==> src/rtl/motor_pkg.sv <==
// motor_pkg: command encodings, FSM states, coil phase tables and axis limits
// shared by the stepper axis drivers.
package motor_pkg;

    localparam logic [1:0] CMD_MOVE = 2'b01;
    localparam logic [1:0] CMD_STOP = 2'b00;

    typedef enum logic [1:0] {IDLE = 2'd0, RUN = 2'd1, DWELL = 2'd2} state_e;

    // Phase n occupies bits [4n+3:4n].
    localparam logic [15:0] FULL_TAB = {4'b1000, 4'b0100, 4'b0010, 4'b0001};
    localparam logic [31:0] HALF_TAB = {4'b1001, 4'b1000, 4'b1100, 4'b0100,
                                        4'b0110, 4'b0010, 4'b0011, 4'b0001};

    localparam logic [15:0] THETA_POS_MAX = 16'd180;
    localparam logic [15:0] PHI_POS_MAX   = 16'd359;

endpackage

==> src/rtl/stepper_axis_driver_if.sv <==
// stepper_axis_driver_if: controller-side commands and power-stage outputs of one axis.
interface stepper_axis_driver_if;

    logic [1:0]  cmd_pos;
    logic [1:0]  cmd_neg;
    logic        pos_load;
    logic [15:0] pos_load_val;
    logic        step;
    logic        dir;
    logic [3:0]  coil;
    logic [15:0] pos_actual;
    logic        busy;
    logic        fault;
    logic        at_limit;

    modport master (
        output cmd_pos, cmd_neg, pos_load, pos_load_val,
        input  step, dir, coil, pos_actual, busy, fault, at_limit
    );

    modport slave (
        input  cmd_pos, cmd_neg, pos_load, pos_load_val,
        output step, dir, coil, pos_actual, busy, fault, at_limit
    );

endinterface

==> src/rtl/step_phase_gen.sv <==
// step_phase_gen: coil phase index and lookup, advanced one phase per accepted step.
// STEPPER_HALF_STEP_EN selects the 8-phase half-step table.
module step_phase_gen
    import motor_pkg::*;
(
    input  logic       clk,
    input  logic       rst,
    input  logic       adv_i,
    input  logic       dir_i,
    output logic [3:0] coil_o,
    output logic       pos_tick_o
);

`ifdef STEPPER_HALF_STEP_EN
    localparam int          IW  = 3;
    localparam logic [31:0] TAB = HALF_TAB;
`else
    localparam int          IW  = 2;
    localparam logic [31:0] TAB = {16'h0000, FULL_TAB};
`endif

    logic [IW-1:0] idx_q;

    always_ff @(posedge clk) begin
        if (rst) idx_q <= '0;
        else if (adv_i) idx_q <= dir_i ? idx_q + 1'b1 : idx_q - 1'b1;
    end

    assign coil_o = TAB[{idx_q, 2'b00} +: 4];
    // Half-step moves count position only when landing on an odd phase.
    assign pos_tick_o = (IW == 2) || !idx_q[0];

endmodule

==> src/rtl/stepper_axis_driver.sv <==
// stepper_axis_driver: paces step pulses from pos/neg commands and integrates axis position.
// Define STEPPER_HALF_STEP_EN for 8-phase half-step drive at twice the step rate.
module stepper_axis_driver
    import motor_pkg::*;
#(
    parameter int          STEP_DIV  = 4096,
    parameter int          PULSE_W   = 16,
    parameter int          DWELL_CYC = 2048,
    parameter logic [15:0] POS_MAX   = PHI_POS_MAX,
    parameter bit          WRAP      = 1'b1
) (
    input logic                  clk,
    input logic                  rst,
    stepper_axis_driver_if.slave bus
);

`ifdef STEPPER_HALF_STEP_EN
    localparam int PERIOD = STEP_DIV / 2;
`else
    localparam int PERIOD = STEP_DIV;
`endif
    localparam int CNT_MAX = STEP_DIV > DWELL_CYC ? STEP_DIV : DWELL_CYC;
    localparam int CW      = $clog2(CNT_MAX + 1);
    localparam logic [CW-1:0] DIV_LAST   = CW'(PERIOD - 1);
    localparam logic [CW-1:0] DWELL_LAST = CW'(DWELL_CYC - 1);
    localparam logic [CW-1:0] PW         = CW'(PULSE_W);
    localparam logic [1:0] ST_IDLE  = IDLE;
    localparam logic [1:0] ST_RUN   = RUN;
    localparam logic [1:0] ST_DWELL = DWELL;

    logic [1:0]    state_q, state_d;
    logic [CW-1:0] div_q, div_d;
    logic          dir_q, dir_d;
    logic          step_q, step_d;
    logic [15:0]   pos_q, pos_d;
    logic          fault_q, at_limit_q;
    logic          req_p, req_n, fwd, rev;
    logic          issue, blocked, adv, pos_tick;

    assign req_p = bus.cmd_pos == CMD_MOVE && bus.cmd_neg != CMD_MOVE;
    assign req_n = bus.cmd_neg == CMD_MOVE && bus.cmd_pos != CMD_MOVE;
    assign fwd   = dir_q ? req_p : req_n;
    assign rev   = dir_q ? req_n : req_p;

    // The divider doubles as the dwell counter; the two never run together.
    always_comb begin
        state_d = state_q;
        div_d   = div_q;
        dir_d   = dir_q;
        issue   = 1'b0;
        if (state_q == ST_IDLE) begin
            state_d = fwd ? ST_RUN : rev ? ST_DWELL : ST_IDLE;
            div_d   = '0;
            dir_d   = rev ? ~dir_q : dir_q;
            issue   = fwd;
        end else if (state_q == ST_RUN) begin
            state_d = fwd ? ST_RUN : rev ? ST_DWELL : ST_IDLE;
            div_d   = fwd && div_q != DIV_LAST ? div_q + 1'b1 : '0;
            dir_d   = rev ? ~dir_q : dir_q;
            issue   = fwd && div_q == DIV_LAST;
        end else begin
            state_d = div_q != DWELL_LAST ? ST_DWELL : fwd ? ST_RUN : ST_IDLE;
            div_d   = div_q != DWELL_LAST ? div_q + 1'b1 : '0;
            issue   = div_q == DWELL_LAST && fwd;
        end
    end

    assign blocked = !WRAP && pos_tick && (dir_q ? pos_q == POS_MAX : pos_q == 16'd0);
    assign adv     = issue && !blocked;
    // A suppressed step leaves step low for its whole pulse window.
    assign step_d  = state_d == ST_RUN && div_d < PW && (div_d == '0 ? adv : step_q);

    always_comb begin
        pos_d = pos_q;
        if (adv && pos_tick)
            pos_d = dir_q ? (pos_q == POS_MAX ? 16'd0 : pos_q + 16'd1)
                          : (pos_q == 16'd0 ? POS_MAX : pos_q - 16'd1);
        if (bus.pos_load)
            pos_d = bus.pos_load_val > POS_MAX ? POS_MAX : bus.pos_load_val;
    end

    always_ff @(posedge clk) begin
        if (rst) begin
            state_q    <= ST_IDLE;
            div_q      <= '0;
            dir_q      <= 1'b1;
            step_q     <= 1'b0;
            pos_q      <= 16'd0;
            fault_q    <= 1'b0;
            at_limit_q <= 1'b0;
        end else begin
            state_q    <= state_d;
            div_q      <= div_d;
            dir_q      <= dir_d;
            step_q     <= step_d;
            pos_q      <= pos_d;
            fault_q    <= bus.cmd_pos == CMD_MOVE && bus.cmd_neg == CMD_MOVE;
            at_limit_q <= !WRAP && ((req_p && pos_q == POS_MAX) || (req_n && pos_q == 16'd0));
        end
    end

    step_phase_gen u_phase (
        .clk        (clk),
        .rst        (rst),
        .adv_i      (adv),
        .dir_i      (dir_q),
        .coil_o     (bus.coil),
        .pos_tick_o (pos_tick)
    );

    assign bus.step       = step_q;
    assign bus.dir        = dir_q;
    assign bus.pos_actual = pos_q;
    assign bus.busy       = state_q != ST_IDLE;
    assign bus.fault      = fault_q;
    assign bus.at_limit   = at_limit_q;

endmodule

==> src/flat_wrapper.sv <==
// flat-port wrapper written by rule: the top's interface ports become plain ports
module stepper_axis_driver_flat import motor_pkg::*;
#(
    parameter int          STEP_DIV  = 4096,
    parameter int          PULSE_W   = 16,
    parameter int          DWELL_CYC = 2048,
    parameter logic [15:0] POS_MAX   = PHI_POS_MAX,
    parameter bit          WRAP      = 1'b1
)
  (clk, rst, bus_cmd_pos, bus_cmd_neg, bus_pos_load, bus_pos_load_val, bus_step, bus_dir, bus_coil, bus_pos_actual, bus_busy, bus_fault, bus_at_limit);
  stepper_axis_driver_if bus_i ();
  input logic clk;
  input logic rst;
  input wire logic [$bits(bus_i.cmd_pos)-1:0] bus_cmd_pos;
  input wire logic [$bits(bus_i.cmd_neg)-1:0] bus_cmd_neg;
  input wire logic [$bits(bus_i.pos_load)-1:0] bus_pos_load;
  input wire logic [$bits(bus_i.pos_load_val)-1:0] bus_pos_load_val;
  output wire logic [$bits(bus_i.step)-1:0] bus_step;
  output wire logic [$bits(bus_i.dir)-1:0] bus_dir;
  output wire logic [$bits(bus_i.coil)-1:0] bus_coil;
  output wire logic [$bits(bus_i.pos_actual)-1:0] bus_pos_actual;
  output wire logic [$bits(bus_i.busy)-1:0] bus_busy;
  output wire logic [$bits(bus_i.fault)-1:0] bus_fault;
  output wire logic [$bits(bus_i.at_limit)-1:0] bus_at_limit;
  assign bus_i.cmd_pos = bus_cmd_pos;
  assign bus_i.cmd_neg = bus_cmd_neg;
  assign bus_i.pos_load = bus_pos_load;
  assign bus_i.pos_load_val = bus_pos_load_val;
  assign bus_step = bus_i.step;
  assign bus_dir = bus_i.dir;
  assign bus_coil = bus_i.coil;
  assign bus_pos_actual = bus_i.pos_actual;
  assign bus_busy = bus_i.busy;
  assign bus_fault = bus_i.fault;
  assign bus_at_limit = bus_i.at_limit;
  stepper_axis_driver #(.STEP_DIV(STEP_DIV), .PULSE_W(PULSE_W), .DWELL_CYC(DWELL_CYC), .POS_MAX(POS_MAX), .WRAP(WRAP)) u_core (.clk(clk), .rst(rst), .bus(bus_i));
endmodule
==> config.mk <==
export PLATFORM = sky130hd
export DESIGN_NAME = stepper_axis_driver_flat
export DESIGN_NICKNAME = d
export VERILOG_FILES = /design/src/rtl/motor_pkg.sv /design/src/rtl/stepper_axis_driver_if.sv /design/src/rtl/step_phase_gen.sv /design/src/rtl/stepper_axis_driver.sv /design/src/flat_wrapper.sv
export SDC_FILE = /design/constraint.sdc
export NUM_CORES = 1
export LEC_CHECK = 0
export BUFFER_PORTS_ARGS = -buffer_cell sky130_fd_sc_hd__buf_2
export CORE_MARGIN = 3
export CORE_UTILIZATION = 45
export CTS_BUF_LIST = sky130_fd_sc_hd__clkbuf_4
export CTS_CLUSTER_DIAMETER = 30
export DETAILED_ROUTE_END_ITERATION = 10
export GPL_ROUTABILITY_DRIVEN = 0
export PLACE_DENSITY = 0.63
export SLEW_MARGIN = 30
export SYNTH_ARGS = -nofsm -noshare
export SYNTH_HDL_FRONTEND = slang
export SYNTH_SLANG_ARGS = --single-unit
==> constraint.sdc <==
create_clock -name clk -period 3.45 [get_ports clk]
set_clock_uncertainty 0.2 [all_clocks]
set_input_delay 0.1725 -clock clk [delete_from_list [all_inputs] [get_ports clk]]
set_output_delay 0.1725 -clock clk [all_outputs]
set_load 0.02 [all_outputs]
==> flow_summary.json <==
{
  "final_nets": 417,
  "area_delta_synth_final_pct": 15.55,
  "synth_common_cells": "nor2_1 (37), dfxtp_1 (36), nand2_1 (26)",
  "drc": 0,
  "cts-htree-levels": 2,
  "finalSetupViolCount": 0,
  "cts_made_buffers": 5,
  "reg2regPathDepth": 6,
  "switching_share_pct": 31.65,
  "detail_route.wl_per_cell_um": 16.44,
  "io-pin-count": 48,
  "synth_top_cells_by_area": "dfxtp_1 (27%), xnor2_1 (5.3%), nor2_1 (5.3%)",
  "cp-end-kind": "flip-flop",
  "post-synth-top-count-cell": "nor2_1",
  "max_slew_margin_pct": 53.85,
  "grtUsageTotal_pct": 23.74,
  "maxCapViolations": 0,
  "met2_usage_pct": 36.78,
  "cts_root_buf": "clkbuf_4",
  "path_max_fanout": 9,
  "antenna_found_initial": 0,
  "violations": "hold timing",
  "cts_tree": "built",
  "p_leak_nw": 1.137,
  "seq_power_share_pct": 45.8,
  "min_period_over_period_pct": 81.82,
  "post_cts_resized": 0,
  "worstSkewPairLatency_ps": 350,
  "ys.warnings.count": 0,
  "layoutNonFillerInstCount": 463,
  "dp_cells": 444,
  "met3_usage_pct": 3.688,
  "cts.sinks": 36,
  "rsz0062_at_grt": "no",
  "via_per_inst": 5.981,
  "wl_um": 7614,
  "status": "complete, but fails checks",
  "fill_cells": 548,
  "coreArea_sq_um": 5574,
  "grt_max_degree": 23,
  "r2r_end": "u_core.bus.pos_actual[4]",
  "synthArstFlopShare_pct": 0,
  "grt_pass1_wl_um": 12480,
  "holdPathStages": 3,
  "power_frac_clock_pct": 31.8,
  "ys_ff_latch": 36,
  "num_antenna_cells": 0,
  "gr-total-overflow": 0,
  "p_comb_share_pct": 22.5,
  "via_count": 2769,
  "clkTransAtPathRegs_ps": 120,
  "yosys.area.top_type_share_pct": 27.31,
  "finalHoldViolCount": 1,
  "final.min_clock_period_ps": 2823,
  "synth-edff-count": 0,
  "r2r-start": "u_core.div_q[0]",
  "synthesis.nets": 372,
  "met1_usage_pct": 33.62,
  "io_buffers": 46,
  "cellPowerDensity_nw_per_um2": 324.4,
  "grt.busiest_layer": "met2",
  "synth_ff_type": "dfxtp_1",
  "netSwitchingPower_mw": 0.3131,
  "grt_pass1_vias": 2540,
  "crit_type": "flip-flop to flip-flop",
  "ff2ff_setup_slack_ps": 630,
  "syn_inst": 345,
  "drtPass1Iterations": 5,
  "tightest_slew_ps": 686.9,
  "synth-seq-area-share_pct": 27.31,
  "dieArea_sq_um": 6819,
  "finalSetupTns_ps": 0,
  "synth_area_leader_cell": "dfxtp_1",
  "cp.arrival_ps": 2880,
  "fmax_mhz": 354.3,
  "required_ps": 3510,
  "timing.hold.worst_endpoint": "u_core.bus.pos_actual[8]",
  "start_util_pct": 47.34,
  "die_x_um": 82.58,
  "drtIter0Drc": 265,
  "drv_slew": 0,
  "p_int_mw": 0.6761,
  "die_height_um": 82.58,
  "ant_nets": 0,
  "hold_ws_ps": -0.9340,
  "regArea_sq_um": 720.7,
  "postCtsSetupRepairBufs": 0,
  "synth_cell_type_count": 66,
  "mappedNetlistArea_sq_um": 2639,
  "multi_input_area_sq_um": 1758,
  "peakVddDrop_mv": 0.2233,
  "post-route-util_pct": 54.70,
  "setup_ws_ps": 627.3,
  "critPathLaunchType": "flip-flop",
  "worstHoldStart": "bus_pos_load_val[8]",
  "num_rows": 27,
  "post-dp-hpwl_um": 5293,
  "dp_slack_ps": 671.2,
  "finalPower_mw": 0.9891,
  "avgSynthCellArea_sq_um": 7.649,
  "drive_gt1_share_pct": 17.65,
  "clk_path_buf_depth": 2,
  "min_path_type": "primary input to flip-flop"
}
==> flip-flops by register name, indices dropped and copies added (netlist names) <==
register / flops
u_core.state_q: 2
u_core.u_phase.idx_q: 2
u_core.bus.fault: 1
u_core.bus.pos_actual: 16
u_core.bus.dir: 1
u_core.bus.step: 1
u_core.div_q: 13
==> power groups by stage <==
stage,clock (mW),sequential [mW],combinational (mW)
after CTS,0.319,0.453,0.219
after global routing,0.336,0.456,0.244
final,0.314,0.453,0.222
after floorplan,0,0.461,0.147
after global placement,0,0.461,0.208
after detailed placement,0,0.462,0.208
==> metal layers <==
metal,vias to the layer above,part of all wire [%]
met2,112,45
met4,0,1.5
met3,13,7.3
met5,-,0
li1,1385,-
met1,1259,46
==> area by class of cell <==
class	count	share of cell area (%)
clock inverters	2	1.149
flip-flops and latches	36	23.64
multi-input cells	276	57.65
inverters	12	1.477
repair buffers	59	11.65
well taps	72	2.954
clock buffers	6	1.477
==> metrics by stage <==
stage                     hold WS, ps  area (sq um)
after floorplan                 170.0          2639
after global placement          257.1          2859
after detailed placement        265.9          2859
after CTS                       2.676          3049
after global routing            17.91          3049
final                         -0.9340          3049
==> how the worst max path moves through the flow <==
| stage | from | to | slack (ps) |
|---|---|---|---|
| floorplan | u_core.bus.pos_actual[0] | u_core.bus.pos_actual[8] | 960 |
| global placement | u_core.bus.pos_actual[0] | u_core.bus.pos_actual[8] | 730 |
| detailed placement | u_core.div_q[0] | u_core.bus.pos_actual[4] | 670 |
| CTS | u_core.div_q[0] | u_core.bus.pos_actual[4] | 620 |
| global route | u_core.div_q[0] | u_core.bus.pos_actual[4] | 390 |
| finish | u_core.div_q[0] | u_core.bus.pos_actual[4] | 630 |
==> logic make-up after synthesis <==
family	count (synthesis)	share of synthesized area (%)
multiplexers	2	0.8061
buffers and inverters	33	6.069
adder cells (fa/ha/maj)	4	1.897
flip-flops	36	27.31
AO/OA/AOI/OAI	89	23.19
XOR/XNOR	23	7.634
AND/OR/NAND/NOR	157	32.95
other	1	0.1421
==> layout by cell type (no fill, tap or decap), drive strengths merged, types with 3 or more instances in the layout <==
cell	count
ha	4
nand3	17
nor2b	4
nor4	8
a2111oi	4
nor3b	4
nand4	12
clkbuf	6
o32ai	6
a21oi	19
nand2b	4
xnor2	16
nor2	37
o21ai	17
and3	6
and2	4
or3	7
a21boi	3
o22ai	6
buf	48
nor3	15
dfxtp	36
nand2	27
inv	12
dlygate4sd3	11
a31oi	5
xor2	7
a221oi	6
o31ai	5
==> critical path, stage by stage (launching register included) <==
cell	delay, ps
dfxtp_1	410
ha_1	260
nand4_1	230
o41ai_1	460
a21boi_2	540
nand2_2	300
o32ai_1	340
==> what timing repair did <==
action                                 CTS  global route
hold buffers                            11             0
endpoints found under the hold margin    9             0
setup endpoints to repair                0             0
Note: power is estimated with default switching activity, not from simulation.
